File: config.mk
export PLATFORM = sky130hd
export DESIGN_NAME = conv_window_driver
export DESIGN_NICKNAME = d
export VERILOG_FILES = /design/src/rtl/conv_window_driver.sv
export SDC_FILE = /design/constraint.sdc
export NUM_CORES = 1
export LEC_CHECK = 0
export CORE_MARGIN = 2
export CORE_UTILIZATION = 35
export CTS_BUF_LIST = sky130_fd_sc_hd__clkbuf_8
export CTS_CLUSTER_SIZE = 40
export DETAILED_ROUTE_END_ITERATION = 10
export MAX_ROUTING_LAYER = met4
export SLEW_MARGIN = 20
export SYNTH_ARGS = -nofsm -noshare
export SYNTH_HDL_FRONTEND = slang
export SYNTH_SLANG_ARGS = --single-unit
File: constraint.sdc
create_clock -name clock -period 2.52 [get_ports clock]
set_clock_uncertainty 0.05 [all_clocks]
set_input_delay 0.252 -clock clock [delete_from_list [all_inputs] [get_ports clock]]
set_output_delay 0.252 -clock clock [all_outputs]
set_load 0.05 [all_outputs]
File: src/rtl/conv_window_driver.sv
// 3x3 convolution sequencer: latches a pixel window and kernel, streams the nine
// taps into an external saturating MAC, then maps the MAC sum to an 8-bit pixel.
module conv_window_driver #(
  parameter bit ABS_MODE = 1'b1
) (
  input  logic        clock,
  input  logic        reset,
  input  logic        start,
  input  logic [71:0] window,
  input  logic [71:0] kernel,
  output logic        busy,
  output logic [7:0]  pixel_out,
  output logic        out_valid,
  output logic        protocol_error,
  output logic        mac_clear,
  output logic        mac_enable,
  output logic [7:0]  mac_value_a,
  output logic [7:0]  mac_value_b,
  input  logic [8:0]  mac_result,
  input  logic        mac_done
);

  typedef enum logic [1:0] {IDLE, CLEAR, ACCUM, DRAIN} state_t;

  state_t      state_q;
  logic [3:0]  tap_q;
  logic [3:0]  tap_nxt;
  logic [71:0] win_q;
  logic [71:0] ker_q;
  logic        busy_q;
  logic [7:0]  pixel_q;
  logic        valid_q;
  logic        perr_q;
  logic        clr_q;
  logic        en_q;
  logic [7:0]  a_q;
  logic [7:0]  b_q;
  logic [8:0]  mag;
  logic [7:0]  pixel_d;

  assign tap_nxt = tap_q + 4'd1;

  // Negating in 9 bits turns -256 into 9'h100; bit 8 then flags the clamp case.
  always_comb begin
    mag     = 9'd0 - mac_result;
    pixel_d = mac_result[7:0];
    if (mac_result[8]) begin
      if (ABS_MODE) pixel_d = mag[8] ? 8'hFF : mag[7:0];
      else          pixel_d = '0;
    end
  end

  always_ff @(posedge clock) begin
    if (reset) begin
      state_q <= IDLE;
      tap_q   <= '0;
      win_q   <= '0;
      ker_q   <= '0;
      busy_q  <= 1'b0;
      pixel_q <= '0;
      valid_q <= 1'b0;
      perr_q  <= 1'b0;
      clr_q   <= 1'b0;
      en_q    <= 1'b0;
      a_q     <= '0;
      b_q     <= '0;
    end else begin
      valid_q <= 1'b0;
      case (state_q)
        IDLE: begin
          if (start) begin
            win_q   <= window;
            ker_q   <= kernel;
            busy_q  <= 1'b1;
            clr_q   <= 1'b1;
            tap_q   <= '0;
            state_q <= CLEAR;
          end
        end
        CLEAR: begin
          clr_q   <= 1'b0;
          en_q    <= 1'b1;
          a_q     <= win_q[7:0];
          b_q     <= ker_q[7:0];
          tap_q   <= '0;
          state_q <= ACCUM;
        end
        ACCUM: begin
          if (!mac_done) perr_q <= 1'b1;
          if (tap_q == 4'd8) begin
            en_q    <= 1'b0;
            a_q     <= '0;
            b_q     <= '0;
            state_q <= DRAIN;
          end else begin
            tap_q <= tap_nxt;
            a_q   <= win_q[8*tap_nxt +: 8];
            b_q   <= ker_q[8*tap_nxt +: 8];
          end
        end
        DRAIN: begin
          if (!mac_done) perr_q <= 1'b1;
          pixel_q <= pixel_d;
          valid_q <= 1'b1;
          busy_q  <= 1'b0;
          tap_q   <= '0;
          state_q <= IDLE;
        end
        default: state_q <= IDLE;
      endcase
    end
  end

  assign busy           = busy_q;
  assign pixel_out      = pixel_q;
  assign out_valid      = valid_q;
  assign protocol_error = perr_q;
  assign mac_clear      = clr_q;
  assign mac_enable     = en_q;
  assign mac_value_a    = a_q;
  assign mac_value_b    = b_q;

endmodule

==> impl_metrics.py <==
metrics = {
    "cts": {
        "clockBufferDepth": 2,
        "cts_hold_buf": 0,
        "ctsRootBufferMaster": "clkbuf_8",
        "h-tree-depth": 4,
        "cts_setup_buffers": 0,
        "cts_tree": "done",
        "cts-resized-gates": 0,
        "clk_pin_slew_worst_paths_ns": 0.09,
        "cts.sink_count": 179,
        "clk_latency_ns": 0.46,
        "cts_inserted_buffers": 17,
    },
    "critical_path": {
        "cp.required_ns": 2.84,
        "rrSetupSlack_ns": 0.32,
        "endpoint": "mac_value_b[1]$_SDFFE_PP0P_",
        "cp.arrival_ns": 2.51,
        "worstSetupStartpointType": "flop",
        "crit_type": "reg2reg",
        "endpoint_kind": "flop",
        "r2r-start": "tap_q[0]$_SDFFE_PP0P_",
        "worstPathMaxFanout": 21,
        "critical_path_cell_count": 8,
        "cp_top_family": "buffers and inverters",
        "critical_path.max_stage_delay_ns": 0.34,
        "reg2reg_to": "mac_value_b[1]$_SDFFE_PP0P_",
        "path_cells": "buf_4, ha_1, and2_1, nor2_1, nor4_4, buf_4, a21oi_1, a211oi_1",
        "rr_worst_depth": 8,
        "critPathSlowestCell": "dfxtp_2",
        "path_buf_inv": 2,
        "worstSetupStartpoint": "tap_q[0]$_SDFFE_PP0P_",
        "path_common_cell": "buf_4",
    },
    "placed_design": {
        "dp_hpwl_mm": 16.51,
        "io_buffer_count": 185,
        "gp_congestion": 0.8936,
    },
    "power": {
        "powerDensity_nw_per_um2": 920.6,
        "power_frac_comb_pct": 39.4,
        "switchingPower_mw": 3.720,
        "swShare_pct": 39.72,
        "worst_ir_drop_vdd_uv": 364.6,
        "p_int_mw": 5.646,
        "p_leak_nw": 3.602,
        "clkPwrFrac_pct": 19.9,
        "p_seq_share_pct": 40.7,
    },
    "grt": {
        "busiest_layer": "met1",
        "grt_pass1_vias": 6390,
        "antenna_found_initial": 0,
        "grt_pass1_wl_mm": 35.62,
        "grt_max_degree": 76,
        "met3_usage_pct": 3.508,
        "gr-total-overflow": 0,
        "use_met2_pct": 27.71,
        "met1_usage_pct": 29.75,
        "track_usage_pct": 20.02,
    },
    "yosys": {
        "synth-seq-cells": 179,
        "synth.distinct_cells": 38,
        "syn_avg_cell_area_sq_um": 8.291,
        "synthCells": 923,
        "yosysWarnings": 0,
        "synth_nets": 1087,
        "yosysSeqAreaShare_pct": 46.83,
        "synth_area_sq_um": 7652,
    },
    "layout": {
        "nets": 1240,
        "area_growth_pct": 32.95,
        "num_antenna_cells": 0,
        "layout-drive-gt1-share_pct": 9.275,
    },
    "timing": {
        "finalHoldViolations": 0,
        "rsz0062_at_grt": "no",
        "final.setup.tns_ns": 0,
        "max_slew_margin_pct": 63.77,
        "timing.hold.ws_ns": 0.1364,
        "slew_viol_final": 0,
        "finalCritPeriodShare_pct": 87.13,
        "period_needed_ns": 2.196,
        "fmax_ghz": 0.4554,
        "tightest_slew_ns": 0.5434,
        "setup_viol": 0,
    },
    "die": {
        "num_rows": 54,
        "start_util_pct": 35.39,
        "die_x_um": 151.9,
        "core_area_sq_um": 21620,
        "io_pins": 186,
        "die-height_um": 151.9,
        "die_area_sq_um": 23060,
    },
    "drt": {
        "wl_per_cell_um": 16.67,
        "routed_wl_mm": 22.83,
        "via_count": 6839,
        "first_iter_violations": 538,
        "drtPass1Iterations": 5,
        "antenna_left": 0,
        "via_per_inst": 4.996,
        "drc": 0,
    },
    "run_status": {
        "status": "finished, final reports clean",
    },
    "job": {
        "maxCapViolCount": 0,
    },
    "worst_hold_path": {
        "hold_class": "in2reg",
    },
}
[power groups by stage]
stage          clock network (mW)  logic (mW)  registers, mW
2_1_floorplan                   0        2.17           4.07
3_3_place_gp                    0        3.66           3.88
3_5_place_dp                    0        3.69           3.86
4_1_cts                      1.91        3.70           3.80
5_1_grt                      2.02        4.06           3.87
6_report                     1.86        3.69           3.82
[Yosys cell counts]
cell / count / area (sq um)
and2_1: 2 / 12.51
o21ai_1: 1 / 5.000
or3_1: 2 / 12.51
nand2_4: 1 / 11.26
nand4b_1: 1 / 8.760
a211oi_2: 10 / 125.1
o21ai_2: 1 / 8.760
o2111ai_1: 1 / 8.760
buf_4: 1 / 7.510
and4_1: 1 / 8.760
o21a_1: 1 / 7.510
nand3_1: 4 / 20.02
inv_1: 22 / 82.58
a21oi_1: 174 / 870.8
nand2_1: 300 / 1126
dfxtp_1: 179 / 3583
a22oi_1: 16 / 120.1
nor2b_1: 6 / 37.54
mux4_2: 32 / 720.7
buf_6: 1 / 11.26
xnor2_1: 1 / 8.760
mux2i_1: 1 / 10.01
a211oi_1: 13 / 97.59
nor3_1: 2 / 10.01
o21ai_0: 17 / 85.08
and2b_1: 1 / 7.510
a31oi_1: 1 / 6.260
or3b_2: 1 / 8.760
nand3b_2: 1 / 11.26
clkbuf_1: 50 / 187.7
buf_2: 13 / 65.06
nor4_4: 1 / 21.27
buf_1: 4 / 15.01
ha_1: 7 / 87.58
xor2_1: 5 / 43.79
o31ai_1: 1 / 7.510
nand2b_1: 4 / 25.02
nor2_1: 44 / 165.2
[final cells by class]
| type | count | area (sq um) |
|---|---|---|
| clock buffer | 17 | 234.0 |
| inverter | 22 | 82.58 |
| sequential | 179 | 3585 |
| fill | 2168 | 11450 |
| timing repair buffer | 203 | 2076 |
| clock inverter | 15 | 133.9 |
| multi-input combinational | 653 | 3712 |
| tap | 280 | 350.3 |
[cell families (layout without fill, tap and decap cells)]
family                     count (synthesis)  in the layout  synth area share (%)
AOI/OAI and AO/OA                        236            236                 17.54
DFF                                      179            179                 46.83
muxes                                     33             33                 9.549
and+or+nand+nor                          371            371                 19.42
xor gates and xnor gates                   6              6                0.6867
buffers and inverters                     91            257                 4.823
adders and majority gates                  7              7                 1.144
[metrics by stage]
| stage | power (mW) | setup WS, ns | cell area [sq um] | utilization, % | cells |
|---|---|---|---|---|---|
| floorplan | 6.246 | 0.009125 | 7672 | - | 923 |
| global placement | 7.534 | 0.4358 | 9806 | 45.35 | 1337 |
| detailed placement | 7.557 | 0.3384 | 9806 | 45.35 | 1337 |
| CTS | 9.419 | 0.3027 | 10170 | 47.05 | 1369 |
| global route | 9.955 | 0.1196 | 10170 | 47.05 | 1369 |
| finish | 9.366 | 0.3242 | 10170 | 47.05 | 1369 |
[placed cells by master (no fill, tap or decap), types with 16 or more instances in the layout]
cell type / instances
inv_1: 23
clkdlybuf4s50_1: 184
clkbuf_8: 17
a22oi_1: 16
a21oi_1: 174
nand2_1: 299
nor2_1: 44
o21ai_0: 17
dfxtp_1: 178
mux4_2: 32
[worst min path at each step]
stage | start | to | slack [ns] | cells after the start
floorplan | kernel[10] | ker_q[10]$_SDFFE_PP0P_ | 0.34 | 2
global placement | win_q[31]$_SDFFE_PP0P_ | win_q[31]$_SDFFE_PP0P_ | 0.39 | 2
finish | reset | mac_clear$_SDFFE_PP0P_ | 0.14 | 2
detailed placement | win_q[31]$_SDFFE_PP0P_ | win_q[31]$_SDFFE_PP0P_ | 0.40 | 2
CTS | reset | mac_clear$_SDFFE_PP0P_ | 0.13 | 2
global route | reset | mac_clear$_SDFFE_PP0P_ | 0.14 | 2
[registers in the layout, summed over array words and instances, names as in the netlist]
| register | cells |
|---|---|
| mac_enable | 1 |
| protocol_error | 1 |
| mac_value_a | 8 |
| state_q | 2 |
| mac_clear | 1 |
| mac_value_b | 8 |
| ker_q | 72 |
| out_valid | 1 |
| win_q | 72 |
| busy | 1 |
| tap_q | 4 |
| pixel_out | 8 |
[layer usage]
metal	vias to the layer above	wire length (um)
met3	24	1329
li1	3416	-
met5	-	0
met4	0	342
met1	3160	11300
met2	239	9852
Note: power is estimated with default switching activity, not from simulation.
